[config.mk]
export PLATFORM = sky130hd
export DESIGN_NAME = cache_ctrl_16
export DESIGN_NICKNAME = d
export VERILOG_FILES = /design/src/rtl/cache_ctrl_pkg.sv /design/src/rtl/cache_ctrl_16_sat_counter.sv /design/src/rtl/cache_ctrl_16.sv
export SDC_FILE = /design/constraint.sdc
export NUM_CORES = 1
export LEC_CHECK = 0
export CAP_MARGIN = 20
export CORE_UTILIZATION = 46
export CTS_BUF_LIST = sky130_fd_sc_hd__clkbuf_2 sky130_fd_sc_hd__clkbuf_4 sky130_fd_sc_hd__clkbuf_8
export CTS_CLUSTER_DIAMETER = 120
export CTS_CLUSTER_SIZE = 10
export DETAILED_ROUTE_END_ITERATION = 16
export PLACE_DENSITY = 0.95
export SYNTH_ARGS = -nofsm -noshare
export SYNTH_HDL_FRONTEND = slang
export SYNTH_HIERARCHICAL = 1
export SYNTH_SLANG_ARGS = --single-unit
[constraint.sdc]
create_clock -name clk -period 3.14 [get_ports clk]
set_input_delay 0.471 -clock clk [delete_from_list [all_inputs] [get_ports clk]]
set_output_delay 0.471 -clock clk [all_outputs]
set_load 0.05 [all_outputs]
[src/rtl/cache_ctrl_pkg.sv]
// Shared types and address-field helpers for the 16-set cache controller.
// The address splits as {tag, index, offset}.
package cache_ctrl_pkg;

    localparam int ADDR_W   = 32;
    localparam int TAG_BITS = 23;
    localparam int INDEX_W  = 4;
    localparam int OFFSET_W = 5;

    typedef enum logic [1:0] {
        IDLE,
        CHECK,
        WRITEBACK,
        ALLOCATE
    } state_e;

    function automatic logic [INDEX_W-1:0] addr_index(input logic [ADDR_W-1:0] a);
        return a[OFFSET_W +: INDEX_W];
    endfunction

    function automatic logic [TAG_BITS-1:0] addr_tag(input logic [ADDR_W-1:0] a);
        return a[ADDR_W-1 -: TAG_BITS];
    endfunction

    function automatic logic [ADDR_W-1:0] line_addr(input logic [TAG_BITS-1:0] tag,
                                                    input logic [INDEX_W-1:0]  idx);
        return {tag, idx, {OFFSET_W{1'b0}}};
    endfunction

endpackage

[src/rtl/cache_ctrl_16_sat_counter.sv]
// Saturating up-counter: counts enabled cycles and sticks at all-ones.
// Cleared only by the asynchronous reset.
module sat_counter #(
    parameter int CNT_W = 16
) (
    input  logic             clk,
    input  logic             rst_n,
    input  logic             en,
    output logic [CNT_W-1:0] count
);

    logic [CNT_W-1:0] count_q;
    logic [CNT_W-1:0] count_d;

    always_comb begin
        count_d = count_q;
        if (en && (count_q != {CNT_W{1'b1}})) begin
            count_d = count_q + 1'b1;
        end
    end

    always_ff @(posedge clk or negedge rst_n) begin
        if (!rst_n) begin
            count_q <= '0;
        end else begin
            count_q <= count_d;
        end
    end

    assign count = count_q;

endmodule

[src/rtl/cache_ctrl_16.sv]
// Direct-mapped, write-back cache controller for 16 sets: sequences tag check,
// dirty-line writeback and line allocation; the arrays themselves live outside.
module cache_ctrl_16
    import cache_ctrl_pkg::*;
#(
    parameter int TAG_W = 23,
    parameter int CNT_W = 16
) (
    input  logic              clk,
    input  logic              rst_n,
    input  logic              mem_read,
    input  logic              mem_write,
    input  logic [31:0]       mem_address,
    output logic              mem_resp,
    input  logic [TAG_W-1:0]  tag_out,
    input  logic              valid_out,
    input  logic              dirty_out,
    output logic [3:0]        index,
    output logic              load_data,
    output logic              load_tag,
    output logic              load_valid,
    output logic              load_dirty,
    output logic              dirty_in,
    output logic              data_sel,
    output logic              pmem_read,
    output logic              pmem_write,
    output logic [31:0]       pmem_address,
    input  logic              pmem_resp,
    output logic [CNT_W-1:0]  hit_count,
    output logic [CNT_W-1:0]  miss_count
);

    state_e              state_q, state_d;
    logic [ADDR_W-1:0]   addr_q, addr_d;
    logic                wr_q, wr_d;
    logic                first_q, first_d;
    logic                hit;
    logic                hit_en;
    logic                miss_en;
    logic                unused_offset;

    assign index         = addr_index(addr_q);
    assign hit           = valid_out && (tag_out == addr_tag(addr_q));
    assign unused_offset = ^addr_q[OFFSET_W-1:0];

    always_comb begin
        state_d      = state_q;
        addr_d       = addr_q;
        wr_d         = wr_q;
        first_d      = first_q;
        mem_resp     = 1'b0;
        load_data    = 1'b0;
        load_tag     = 1'b0;
        load_valid   = 1'b0;
        load_dirty   = 1'b0;
        dirty_in     = 1'b0;
        data_sel     = 1'b0;
        pmem_read    = 1'b0;
        pmem_write   = 1'b0;
        pmem_address = '0;
        hit_en       = 1'b0;
        miss_en      = 1'b0;

        case (state_q)
            IDLE: begin
                if (mem_read || mem_write) begin
                    addr_d  = mem_address;
                    wr_d    = mem_write;
                    first_d = 1'b1;
                    state_d = CHECK;
                end
            end
            CHECK: begin
                // Only the first look at a request feeds the statistics.
                first_d = 1'b0;
                if (hit) begin
                    mem_resp = 1'b1;
                    hit_en   = first_q;
                    if (wr_q) begin
                        load_data  = 1'b1;
                        load_dirty = 1'b1;
                        dirty_in   = 1'b1;
                    end
                    state_d = IDLE;
                end else begin
                    miss_en = first_q;
                    state_d = (valid_out && dirty_out) ? WRITEBACK : ALLOCATE;
                end
            end
            WRITEBACK: begin
                pmem_write   = 1'b1;
                pmem_address = line_addr(tag_out, index);
                if (pmem_resp) begin
                    state_d = ALLOCATE;
                end
            end
            ALLOCATE: begin
                pmem_read    = 1'b1;
                pmem_address = line_addr(addr_tag(addr_q), index);
                if (pmem_resp) begin
                    load_data  = 1'b1;
                    data_sel   = 1'b1;
                    load_tag   = 1'b1;
                    load_valid = 1'b1;
                    load_dirty = 1'b1;
                    state_d    = CHECK;
                end
            end
            default: begin
                state_d = IDLE;
            end
        endcase
    end

    always_ff @(posedge clk or negedge rst_n) begin
        if (!rst_n) begin
            state_q <= IDLE;
            addr_q  <= '0;
            wr_q    <= 1'b0;
            first_q <= 1'b0;
        end else begin
            state_q <= state_d;
            addr_q  <= addr_d;
            wr_q    <= wr_d;
            first_q <= first_d;
        end
    end

    sat_counter #(.CNT_W(CNT_W)) u_hit_cnt (
        .clk   (clk),
        .rst_n (rst_n),
        .en    (hit_en),
        .count (hit_count)
    );

    sat_counter #(.CNT_W(CNT_W)) u_miss_cnt (
        .clk   (clk),
        .rst_n (rst_n),
        .en    (miss_en),
        .count (miss_count)
    );

endmodule

=== Yosys cells after proc, flatten, opt, wreduce, memory -nomap -nowiden ===
Cells that the tools add are included.

* Bits in registers: 68
* Latch bits: 0
* RAM bits: 0
* Bits in read-only memories: 0
* Bits of input ports: 62
* Output and inout bits: 77
* Logic and storage cells: 50
* Memories: 0

* Add/sub/neg operators: 2
* Multiply operators: 0
* Divide/modulo/power cells: 0
* Magnitude comparators: 0
* Equality and inequality tests: 9
* Shift operators: 0
* Mux-type cells: 23
* Bitwise gates (word level): 0
* Reduce and logical (&&, ||, !) cells: 10

{| class="wikitable"
|+ Operators by type and width
! kind !! count
|-
| $pmux 32 s2 || 1
|-
| $add 16x1->16 const B || 2
|-
| $ne 16x16->1 const B || 2
|-
| $eq 23x23->1 || 1
|-
| $mux 1 || 15
|-
| $mux 2 || 4
|-
| $pmux 2 s4 || 1
|-
| $ne 2x2->1 const B || 3
|-
| $eq 2x2->1 const B || 2
|-
| $logic_and 1x1->1 || 4
|-
| $pmux 1 s2 || 2
|-
| $reduce_and 2->1 || 2
|-
| $reduce_and 3->1 || 1
|-
| $eq 2x1->1 const B || 1
|-
| $logic_not 2->1 || 1
|-
| $reduce_bool 2->1 || 1
|-
| $logic_or 1x1->1 || 1
|}

=== Depth between registers and ports, before layout ===
* Depth after elaboration: 5
* Mapped depth: 9
* Depth with buffers taken out: 9

=== Modules after synthesis ===
Netlist, hierarchy kept.

{| class="wikitable"
|+ By module, submodules not included
! module !! times used !! cells an instance !! area each (µm²) !! sequential area each (µm²)
|-
| cache_ctrl_16 || 1 || 172 || 1923.1 || 775.7
|-
| sat_counter || 2 || 72 || 859.6 || 400.4
|}

=== Least setup slack after synthesis ===
No wires, ideal clock.

* Path type: register to output
* From: reg state_q[1]
* To: out load_dirty
* Data arrival time: 2.277 ns
* Data required time: 2.669 ns
* Slack: 0.392 ns
* Stages on the path, launching flop included: 6
* Buffers on the path: 2
* Cells stage by stage: dfrtp_1 -> ha_1 -> clkbuf_1 -> and2_1 -> a21o_2 -> buf_4

* Cells in the longest elaborated chain, start to end: 2
* Elaborated cells on any way between the ends: 3
* Those cells by class: 2 x eq/ne; 1 x mux

{| class="wikitable"
|+ RTL lines
! item !! RTL line !! source
|-
| from (decl) || cache_ctrl_16.sv:33 || <nowiki>state_e state_q, state_d;</nowiki>
|-
| from (signal assigned) || cache_ctrl_16.sv:122 || <nowiki>state_q <= state_d;</nowiki>
|-
| $eq 2x2->1 / $eq 2x1->1 (equally long branches) || n/a ||
|-
| $pmux 1 s2 * || n/a ||
|-
| to (decl) || cache_ctrl_16.sv:22 || <nowiki>output logic load_dirty,</nowiki>
|}

Every way passes the cells marked *; elsewhere a longest branch is shown, timed or not.

=== Worst setup path after layout ===
* From: reg state_q[1]
* To: out data_sel

* Cells in the longest elaborated chain, start to end: 2

{| class="wikitable"
|+ RTL lines
! item !! RTL line !! source
|-
| $eq 2x2->1 || cache_ctrl_16.sv:64 || <nowiki>case (state_q)</nowiki>
|-
| $mux 1 || cache_ctrl_16.sv:64 ||
|-
| to (decl) || cache_ctrl_16.sv:24 || <nowiki>output logic data_sel,</nowiki>
|}

No other way between the ends.

==> results_dict.tcl <==
set metrics [dict create \
    gp_congestion 0.8357 \
    cp_num_buf_inv 1 \
    grt_pass1_wl_um 15360 \
    start_util_pct 47.38 \
    htreeDepth 3 \
    intPower_w 0.002298 \
    p_clk_share_pct 14.3 \
    synth_edf_count 0 \
    rsz0062_at_grt "false" \
    nets 516 \
    via_count 3133 \
    run_status "finished, final reports clean" \
    ant_nets 0 \
    critPathTopFamily "buffers and inverters" \
    die_w_um 90.98 \
    post-place-ws_ps 1.453 \
    synth_ff_type "dfrtp_1" \
    fmax_mhz 351.7 \
    hold_viol 0 \
    worstSetupPathType "flip-flop to primary output" \
    fin_crit_ps 2843 \
    cap_violations 0 \
    synthDistinctLibCells 47 \
    grt_max_degree 26 \
    power.density_mw_per_mm2 816.3 \
    wl_per_cell_um 17.13 \
    crit_path_end_kind "primary output" \
    worst_clock_skew_ps 8.783 \
    portBuffers 128 \
    grt_overflow_total 0 \
    critPathLaunch "state_q[1]" \
    drt-initial-drc-count 123 \
    utilization_pct 67.37 \
    cp-start-kind "flip-flop" \
    die_h_um 90.98 \
    power.switching_w 0.001929 \
    path_clk_slew_ps 70 \
    p_sw_share_pct 45.63 \
    cts_tree "built" \
    cts_resized 0 \
    place_hpwl_um 7215 \
    layout_common_cells "clkdlybuf4s50_1 (110), dfrtp_1 (63), xnor2_1 (33)" \
    slew_headroom_pct 64.09 \
    cts_buffers 9 \
    synth_area_mm2 0.003642 \
    reg2reg_slack_ps 570 \
    setup_viol 0 \
    hold_class "input port to async pin" \
    postCtsSetupRepairBufs 0 \
    maxSlewViolCount 0 \
    drive_above_1_share_pct 21.63 \
    synth-async-reset-ratio_pct 100.0 \
    drc 0 \
    yosys_warnings 6 \
    cp_data_arrival_time_ps 2370 \
    setup_ws_ps 296.9 \
    worstPathMaxFanout 23 \
    fin_setup_tns_ps 0 \
    dr.pass1.iters 4 \
    clk_latency_ps 340 \
    cp.required_ps 2670 \
    clock_sinks 63 \
    avgViaCountPerCell 5.645 \
    synth-seq-cells 63 \
    pin_count 139 \
    reg2reg_from "addr_q[21]" \
    ys_seq_area_share_pct 43.28 \
    critical_path.slowest_cell "clkdlybuf4s50_1" \
    worst_slew_pin_slew_ps 536.9 \
    diodes 0 \
    nFillCells 572 \
    grt_pass1_vias 3107 \
    seqPwrFrac_pct 30.6 \
    num_rows 32 \
    avgSynthCellArea_um2 11.53 \
    area_growth_pct 42.18 \
    mostFrequentLayoutCell "clkdlybuf4s50_1" \
    r2r_cells 9 \
    cpPeakStageDelay_ps 820 \
    p_leak_nw 2.178 \
    vdd_drop_max_uv 744.1 \
    syn_inst 316 \
    clockBufferDepth 2 \
    die-area_mm2 0.008277 \
    r2r_end "u_hit_cnt/count[5]" \
    crit_chain "ha_2, and2_1, clkdlybuf4s50_1" \
    clockRootBuffer "clkbuf_8" \
    combPwrFrac_pct 55.1 \
    wl_um 9508 \
    post-route-period-util_pct 90.54 \
    cts_hold_buf 0 \
    grt.total_usage_pct 23.74 \
    antenna_found_initial 0 \
    coreArea_mm2 0.007687 \
]
==> through the flow <==
stage          total power [W]  area, µm²  cells  hold slack [ps]
2_1_floorplan         0.002934       3657    320            175.4
3_3_place_gp          0.003540       5012    539            460.8
3_5_place_dp          0.003624       5012    539            465.2
4_1_cts               0.004246       5176    555            89.41
5_1_grt               0.004413       5179    555            118.6
6_report              0.004228       5179    555            92.01
==> worst max-delay path by stage <==
stage	end	slack, ps	cells past startpoint
after global routing	data_sel	200	3
final	data_sel	300	3
after detailed placement	u_hit_cnt/count[5]	1	10
after CTS	data_sel	10	3
after floorplan	load_dirty	390	5
after global placement	u_hit_cnt/count[5]	80	10
==> Yosys cell counts (5+ instances only) <==
cell	count	area, µm²
nand3_1	10	50.05
nand4_1	22	137.6
buf_4	12	90.09
a21oi_1	9	45.04
xnor2_1	33	289.0
nor2_1	7	26.28
a22o_1	22	192.7
ha_1	6	75.07
o21a_1	10	75.07
clkbuf_1	5	18.77
a31oi_1	7	43.79
nand2_1	15	56.30
mux2_2	27	304.0
dfrtp_1	63	1577
==> power by group through the flow <==
stage / clock network (W) / registers [W] / logic [W]
2_1_floorplan: 0 / 0.00134 / 0.00160
3_3_place_gp: 0 / 0.00128 / 0.00226
3_5_place_dp: 0 / 0.00130 / 0.00232
4_1_cts: 0.000626 / 0.00129 / 0.00233
5_1_grt: 0.000656 / 0.00133 / 0.00243
6_report: 0.000606 / 0.00129 / 0.00233
==> kinds of logic after synthesis <==
| family | share of synthesized area (%) |
|---|---|
| other cells | 0.1030 |
| xor+xnor | 8.897 |
| mux | 8.966 |
| simple gates | 18.76 |
| fa+ha+maj | 2.061 |
| buf+inv | 3.813 |
| flops | 43.28 |
| compound gates | 14.12 |
==> metal layers <==
metal  GRT usage, %  part of all wire, %  vias to the layer above
met1          28.63                   40                     1552
met2          40.78                   52                      115
met3          4.271                  4.4                       21
met5              0                    0                        -
li1               -                    -                     1445
met4          11.77                  2.7                        0
==> registers in the layout, indices dropped and copies added (netlist names) <==
name / cells
u_hit_cnt/count: 16
first_q: 1
u_miss_cnt/count: 16
wr_q: 1
state_q: 2
addr_q: 27
==> worst register-to-register path: cells and delay by family, from the launching register on <==
family | cells | cell delay (ps)
AOI/OAI and AO/OA | 2 | 200
xor gates and xnor gates | 1 | 180
DFF | 1 | 420
and+or+nand+nor | 6 | 1660
==> area by class of cell <==
class / instances / area (µm²) / area share (%)
multi-input combinational: 233 / 1944 / 37.55
sequential: 63 / 1577 / 30.44
timing repair buffer: 137 / 1351 / 26.09
clock buffer: 11 / 138.9 / 2.682
tap: 102 / 127.6 / 2.464
clock inverter: 5 / 25.02 / 0.4832
inverter: 4 / 15.01 / 0.2899
(Power assumes the default switching activity.)
